File: config.mk
export PLATFORM = sky130hd
export DESIGN_NAME = pipe_skid_reg_flat
export DESIGN_NICKNAME = d
export VERILOG_FILES = /design/src/rtl/pipe_skid_reg_if.sv /design/src/rtl/pipe_skid_reg.sv /design/src/flat_wrapper.sv
export SDC_FILE = /design/constraint.sdc
export NUM_CORES = 1
export LEC_CHECK = 0
export ABC_AREA = 1
export BUFFER_PORTS_ARGS = -buffer_cell sky130_fd_sc_hd__buf_2
export CORE_MARGIN = 2
export CORE_UTILIZATION = 50
export DETAILED_ROUTE_END_ITERATION = 8
export PLACE_DENSITY_LB_ADDON = 0.3
export SLEW_MARGIN = 30
export SYNTH_ARGS = -nofsm -noshare
export SYNTH_HDL_FRONTEND = slang
export SYNTH_SLANG_ARGS = --single-unit
File: constraint.sdc
create_clock -name clk -period 4 [get_ports clk]
set_input_delay 0.2 -clock clk [delete_from_list [all_inputs] [get_ports clk]]
set_output_delay 0.2 -clock clk [all_outputs]
set_load 0.02 [all_outputs]
File: src/rtl/pipe_skid_reg_if.sv
// Valid/ready bundle around pipe_skid_reg: upstream and downstream channels.
// slave is the buffer's view; master is the surrounding pipeline's view.
interface pipe_skid_reg_if #(
  parameter int DATA_W = 64
);
  logic              in_valid;
  logic              in_ready;
  logic [DATA_W-1:0] in_data;
  logic              out_valid;
  logic              out_ready;
  logic [DATA_W-1:0] out_data;

  modport slave (
    input  in_valid,
    input  in_data,
    input  out_ready,
    output in_ready,
    output out_valid,
    output out_data
  );

  modport master (
    output in_valid,
    output in_data,
    output out_ready,
    input  in_ready,
    input  out_valid,
    input  out_data
  );
endinterface

File: src/rtl/pipe_skid_reg.sv
// pipe_skid_reg: two-entry skid buffer for pipeline stage boundaries.
// All outputs come from registered state; in_ready never sees out_ready.
module pipe_skid_reg #(
  parameter int              DATA_W  = 64,
  parameter logic [DATA_W-1:0] RST_VAL = '0
) (
  input  logic           clk,
  input  logic           rst,
  input  logic           flush,
  pipe_skid_reg_if.slave bus,
  output logic [1:0]     count
);

  typedef enum logic [1:0] {
    EMPTY = 2'd0,
    ONE   = 2'd1,
    TWO   = 2'd2
  } state_t;

  state_t            state, state_n;
  logic [DATA_W-1:0] main_q, main_n;
  logic [DATA_W-1:0] skid_q, skid_n;
  logic              in_xfer, out_xfer;

  assign bus.in_ready  = !rst && (state != TWO);
  assign bus.out_valid = (state != EMPTY);
  assign bus.out_data  = main_q;
  assign count         = state;

  assign in_xfer  = bus.in_valid && bus.in_ready;
  assign out_xfer = bus.out_valid && bus.out_ready;

  always_comb begin
    state_n = state;
    main_n  = main_q;
    skid_n  = skid_q;
    if (flush) begin
      state_n = EMPTY;
      main_n  = RST_VAL;
      skid_n  = RST_VAL;
    end else begin
      unique case (state)
        EMPTY: begin
          if (in_xfer) begin
            state_n = ONE;
            main_n  = bus.in_data;
          end
        end
        ONE: begin
          unique case (1'b1)
            (in_xfer && out_xfer): begin
              main_n = bus.in_data;
            end
            (out_xfer && !in_xfer): begin
              state_n = EMPTY;
              main_n  = RST_VAL;
            end
            (in_xfer && !out_xfer): begin
              state_n = TWO;
              skid_n  = bus.in_data;
            end
            default: ;
          endcase
        end
        TWO: begin
          // Skid drains into main; upstream is already stalled.
          if (out_xfer) begin
            state_n = ONE;
            main_n  = skid_q;
            skid_n  = RST_VAL;
          end
        end
        default: begin
          state_n = EMPTY;
          main_n  = RST_VAL;
          skid_n  = RST_VAL;
        end
      endcase
    end
  end

  always_ff @(posedge clk or posedge rst) begin
    if (rst) begin
      state  <= EMPTY;
      main_q <= RST_VAL;
      skid_q <= RST_VAL;
    end else begin
      state  <= state_n;
      main_q <= main_n;
      skid_q <= skid_n;
    end
  end

endmodule
File: src/flat_wrapper.sv
// flat-port wrapper written by rule: the top's interface ports become plain ports
module pipe_skid_reg_flat 
#(
  parameter int              DATA_W  = 64,
  parameter logic [DATA_W-1:0] RST_VAL = '0
)
  (clk, rst, flush, count, bus_in_valid, bus_in_data, bus_out_ready, bus_in_ready, bus_out_valid, bus_out_data);
  pipe_skid_reg_if #(.DATA_W(DATA_W)) bus_i ();
  input  logic clk;
  input  logic rst;
  input  logic flush;
  output logic [1:0] count;
  input wire logic [$bits(bus_i.in_valid)-1:0] bus_in_valid;
  input wire logic [$bits(bus_i.in_data)-1:0] bus_in_data;
  input wire logic [$bits(bus_i.out_ready)-1:0] bus_out_ready;
  output wire logic [$bits(bus_i.in_ready)-1:0] bus_in_ready;
  output wire logic [$bits(bus_i.out_valid)-1:0] bus_out_valid;
  output wire logic [$bits(bus_i.out_data)-1:0] bus_out_data;
  assign bus_i.in_valid = bus_in_valid;
  assign bus_i.in_data = bus_in_data;
  assign bus_i.out_ready = bus_out_ready;
  assign bus_in_ready = bus_i.in_ready;
  assign bus_out_valid = bus_i.out_valid;
  assign bus_out_data = bus_i.out_data;
  pipe_skid_reg #(.DATA_W(DATA_W), .RST_VAL(RST_VAL)) u_core (.clk(clk), .rst(rst), .flush(flush), .bus(bus_i), .count(count));
endmodule
# After elaboration in Yosys (flattened, before gate mapping)
# Index checks and enable logic that the tools add are counted.
[word_totals]
word_cells = 40
output_inout_bits = 68
inputBits = 69
regBits = 130
[op_classes]
n_reduce_logical = 14
mux = 14
eq_ne = 9
[op_table]
columns = ["op", "count"]
rows = [
  ["2-to-1 mux 64 bit", 6],
  ["case mux 64 bit (3 select lines)", 2],
  ["case mux 64 bit (2 select lines)", 1],
  ["!= test 3 x 2 -> 1 bit (second input constant)", 3],
  ["AND reduction 3 bit", 3],
  ["!= test 4 x 2 -> 1 bit (second input constant)", 2],
  ["logical AND 1 bit", 6],
  ["2-to-1 mux 2 bit", 3],
  ["case mux 2 bit (3 select lines)", 1],
  ["!= test 2 bit (second input constant)", 2],
  ["case mux 2 bit (2 select lines)", 1],
  ["logical NOT 1 bit", 3],
  ["equality test 2 x 1 -> 1 bit (second input constant)", 1],
  ["equality test 2 bit (second input constant)", 1],
  ["logical NOT 2 bit", 1],
  ["nonzero test 2 bit", 1],
]

# Depth between registers and ports, before layout
[logic_depth]
depth_word = 8
depth_mapped = 11
depth_no_buf = 10

# Worst setup path before layout
# OpenSTA, ideal clock, no wires.
[synth_timing]
kind = "in2reg"
from = "in rst"
to = "reg u_core.main_q[31], in the netlist u_core.bus.out_data[31]"
t_arrival_ps = 4692
required_ps = 3934
setup_ps = 66
path_buffers = 1
path_slack_ps = -758
path_stages = 9
cell_sequence = "inv_1 nand3_1 ha_1 nand2_1 clkbuf_1 nand3_1 a21oi_1 nand3_1 nand2_1"
[synth_between]
elab_chain_len = 8
word_cells_on_any_way = 12
cone_classes = "eq/ne (2); mux (3); reduce/logical (7)"
[synth_rtl]
columns = ["item", "line_no", "rtl"]
rows = [
  ["start: declaration", "flat_wrapper.sv:10", "input logic rst;"],
  ["logical NOT 1 bit (no source line) (*)", "--", ""],
  ["logical AND 1 bit (*)", "pipe_skid_reg.sv:25", "assign bus.in_ready = !rst && (state != TWO);"],
  ["logical AND 1 bit (*)", "pipe_skid_reg.sv:30", "assign in_xfer = bus.in_valid && bus.in_ready;"],
  ["logical NOT 1 bit", "pipe_skid_reg.sv:54", "(out_xfer && !in_xfer): begin"],
  ["logical AND 1 bit", "pipe_skid_reg.sv:54", ""],
  ["case mux 64 bit (2 select lines)", "pipe_skid_reg.sv:50", "unique case (1'b1)"],
  ["case mux 64 bit (3 select lines)", "pipe_skid_reg.sv:42", "unique case (state)"],
  ["2-to-1 mux 64 bit", "pipe_skid_reg.sv:37", "if (flush) begin"],
  ["end signal: assignment", "pipe_skid_reg.sv:89", "main_q <= main_n;"],
  ["end: declaration", "pipe_skid_reg.sv:21", "logic [DATA_W-1:0] main_q, main_n;"],
]
# Every way passes the cells marked *; elsewhere a longest branch is shown, timed or not.
# A chain may end at the register's enable or synchronous reset.

# Final worst setup path
[layout_timing]
from = "reg u_core.state[1], in the netlist u_core.count[1]"
to = "reg u_core.skid_q[5]"
[layout_between]
elab_chain_len = 6
word_cells_on_any_way = 16
cone_classes = "eq/ne (6); mux (2); reduce/logical (8)"
[layout_rtl]
columns = ["item", "line_no", "rtl"]
rows = [
  ["start: declaration", "pipe_skid_reg.sv:20", "state_t state, state_n;"],
  ["start signal: assignment", "pipe_skid_reg.sv:88", "state <= state_n;"],
  ["!= test 2 bit or nonzero test 2 bit (tied branches)", "pipe_skid_reg.sv:25, pipe_skid_reg.sv:26", ""],
  ["logical AND 1 bit (on tied branches)", "pipe_skid_reg.sv:25, pipe_skid_reg.sv:31", ""],
  ["logical AND 1 bit or logical NOT 1 bit (tied branches)", "pipe_skid_reg.sv:30, pipe_skid_reg.sv:58", ""],
  ["logical AND 1 bit", "pipe_skid_reg.sv:58", "(in_xfer && !out_xfer): begin"],
  ["!= test 3 x 2 -> 1 bit (no source line)", "--", ""],
  ["AND reduction 3 bit (no source line)", "--", ""],
  ["end signal: assignment", "pipe_skid_reg.sv:90", "skid_q <= skid_n;"],
  ["end: declaration", "pipe_skid_reg.sv:22", "logic [DATA_W-1:0] skid_q, skid_n;"],
]
# Parallel ways exist; a longest one is shown, timed or not.

==> summary.md <==
| Metric | Value |
|---|---|
| CTS clk-pin slew, worst paths | `roughly 60 ps` |
| Boundary Pins | `~140` |
| Number of instances in the synthesized netlist | `~940` |
| Final hold violation count | `0` |
| Total global routing track utilization | `0.267` |
| Total of buffers placed on input and output ports | `136` |
| Clock skew after layout | `8.62 ps` |
| Last element of the critical path | `u_core.skid_q[5]` |
| Leading cell types in the layout, fill and taps excluded | `sky130_fd_sc_hd__nand2_1, sky130_fd_sc_hd__nand3_1, sky130_fd_sc_hd__buf_2` |
| Post-DR vias/cell | `between 5 and 6` |
| Netlist area before placement | `around 0.0067 mm2` |
| Count of cells along the worst register-to-register path | `8` |
| Final Routed Wirelength | `about 19000 um` |
| DP HPWL | `10800 um` |
| Number of placement rows | `42` |
| First-pass iteration count of the detailed router | `5` |
| Diode insertion count for antenna repair | `0` |
| Register area share after synthesis | `0.484` |
| Clock latency on the worst-skew pair | `approximately 430 ps` |
| Slew Viols, Final | `0` |
| Grt ovf | `0` |
| Crit. End Element | `register` |
| Initial cell density of the core | `0.509` |
| Die boundary width | `120 um` |
| Worst hold-check path type | `in2reg` |
| Mean area per synthesized cell | `just over 7 um2` |
| Critical register-to-register path endpoint | `u_core.skid_q[5]` |
| Worst-path fanout max | `44` |
| Post-CTS repair timing setup buffer count | `0` |
| Sink count of the clock tree | `130` |
| Power density over the cells | `493 mW/mm2` |
| Post-synthesis cell type count | `16` |
| Area of the die | `between 0.01 and 0.015 mm2` |
| Die extent in y | `around 120 um` |
| Worst endpoint data arrival time | `between 3000 and 4000 ps` |
| CTS tree | `built` |
| Post-CTS resize count | `0` |
| Routability Congestion | `~0.79` |
| Finished Layout Cells | `between 1000 and 1500` |
| Setup TNS Final | `0 ps` |
| Total placed cells including tap cells | `~1200` |
| TritonCTS Buffers | `17` |
| Data required time at the worst endpoint | `approximately 4300 ps` |
| Relative slew slack | `0.439` |
| Yosys warning count | `0` |
| Total number of H-tree levels | `4` |
| Final period util | `0.717` |
| Clk root buf | `sky130_fd_sc_hd__clkbuf_16` |
| Crit path launch | `u_core.count[1]` |
| Synthesized net count | `around 1000` |
| Leakage dissipation | `between 0.004 and 0.005 uW` |
| Bufs on Longest Clock Path | `2` |
| Core footprint | `approximately 0.013 mm2` |
| R2r setup slk | `1130 ps` |
| Peak VDD IR | `230 uV` |
| Run status | `finished clean` |
| Nets | `1109` |
| Vias in the first global route | `6245` |
| Worst r2r src | `u_core.count[1]` |
| Cts hold-fix bufs | `0` |
| Yosys reg bits | `130` |
| Launching element type of the critical path | `register` |
| Minimum hold slack | `between 80 and 90 ps` |
| Shortest clock period the worst path allows after layout | `2870 ps` |
| Slew @ Worst Pin | `approximately 840 ps` |
| Initial drt markers | `~710` |
| Ratio of cells with drive above 1 in the final layout | `0.180` |
| Antenna violations before repair | `0` |
| First-pass GRT wire length | `between 30000 and 40000 um` |
| Antenna violation net count after detailed routing | `0` |
| Commonest non-fill, non-tap cell in the layout | `sky130_fd_sc_hd__nand2_1` |
| Count of endpoints failing setup in the final report | `0` |
| Worst hold path stage count | `5` |
| Layout area overhead | `19.5%` |
| DRC violations left | `0` |
| Class of the most critical setup path | `reg2reg` |
| Post-DR wirelength/cell | `roughly 15 um` |
| Peak clock frequency supported by timing | `349 MHz` |
| Setup repair after global routing missed its margin | `no` |
| Number of max-cap violations | `0` |
| Maximum number of pins on one net before global-route repair | `a little under 70` |
| Total via count in the routed design | `approximately 6600` |
-- power by group --
group	total, uW	leakage [uW]	switching [uW]	internal (uW)
Combinational	862	0.00267	608	254
Clock	1520	0.000283	555	966
Sequential	1580	0.00173	98.0	1480
Total	3960	0.00468	1260	2700
-- registers in the layout, indices dropped and copies added (netlist names) --
register and cells:
u_core.skid_q 64, u_core.count 2, u_core.bus.out_data 64
-- per-stage QoR --
| stage | total power (uW) | instance area, um2 | utilization | setup WS [ps] |
|---|---|---|---|---|
| floorplan | 2170 | 6720 | - | 325 |
| CTS | 3970 | 8030 | 0.608 | 1150 |
| finish | 3960 | 8030 | 0.609 | 1130 |
| detailed placement | 2460 | 7450 | 0.565 | 1160 |
| global placement | 2450 | 7440 | 0.564 | 1150 |
| global route | 4160 | 8030 | 0.609 | 914 |
-- layer usage --
layer | vias to the layer above | global-route usage | share of wire
met1 | 3103 | 0.363 | 0.45
met3 | 31 | 0.0661 | 0.072
met2 | 268 | 0.416 | 0.46
met5 | - | 0 | 0
met4 | 0 | 0.0941 | 0.018
li1 | 3162 | - | -
-- synthesized netlist by cell type --
library cell,n,area share
sky130_fd_sc_hd__a21oi_1,64,0.048
sky130_fd_sc_hd__a21oi_4,1,0.0024
sky130_fd_sc_hd__a22oi_1,1,0.0011
sky130_fd_sc_hd__buf_1,14,0.0078
sky130_fd_sc_hd__buf_2,32,0.024
sky130_fd_sc_hd__buf_4,1,0.0011
sky130_fd_sc_hd__clkbuf_1,26,0.015
sky130_fd_sc_hd__dfrtp_1,130,0.48
sky130_fd_sc_hd__ha_1,2,0.0037
sky130_fd_sc_hd__inv_1,71,0.040
sky130_fd_sc_hd__inv_2,3,0.0017
sky130_fd_sc_hd__nand2_1,329,0.18
sky130_fd_sc_hd__nand2_2,3,0.0028
sky130_fd_sc_hd__nand3_1,195,0.15
sky130_fd_sc_hd__nand3_2,1,0.0015
sky130_fd_sc_hd__nor2_1,70,0.039
-- cells by family after synthesis --
| kind of cell | Yosys count | synth area share |
|---|---|---|
| and+or+nand+nor | 598 | 0.372 |
| AOI/OAI and AO/OA | 66 | 0.0512 |
| DFF | 130 | 0.484 |
| adders and majority gates | 2 | 0.00372 |
| buffers and inverters | 147 | 0.0886 |
-- worst max-delay path: stages, from the launching register on --
cell and delay (ps):
sky130_fd_sc_hd__dfrtp_2 910, sky130_fd_sc_hd__inv_2 450, sky130_fd_sc_hd__nand3_2 190, sky130_fd_sc_hd__inv_2 80, sky130_fd_sc_hd__nand2_1 70, sky130_fd_sc_hd__nand3_2 480
sky130_fd_sc_hd__buf_12 410, sky130_fd_sc_hd__nand2_1 90, sky130_fd_sc_hd__nand2_1 50
-- worst min path at each step --
| stage | endpoint | startpoint |
|---|---|---|
| finish | u_core.skid_q[42] | bus_in_data[42] |
| global placement | u_core.bus.out_data[28] | u_core.bus.out_data[28] |
| global route | u_core.skid_q[2] | bus_in_data[2] |
| CTS | u_core.skid_q[2] | bus_in_data[2] |
| detailed placement | u_core.bus.out_data[28] | u_core.bus.out_data[28] |
| floorplan | u_core.count[0] | flush |
-- cell type report --
type	instances	area [um2]
tap	176	220
fill	1235	5160
sequential	130	3250
clock inverter	3	42.5
clock buffer	28	537
multi-input combinational	666	2890
timing repair buffer	149	807
inverter	74	282
Power figures use the tool's default switching activity.
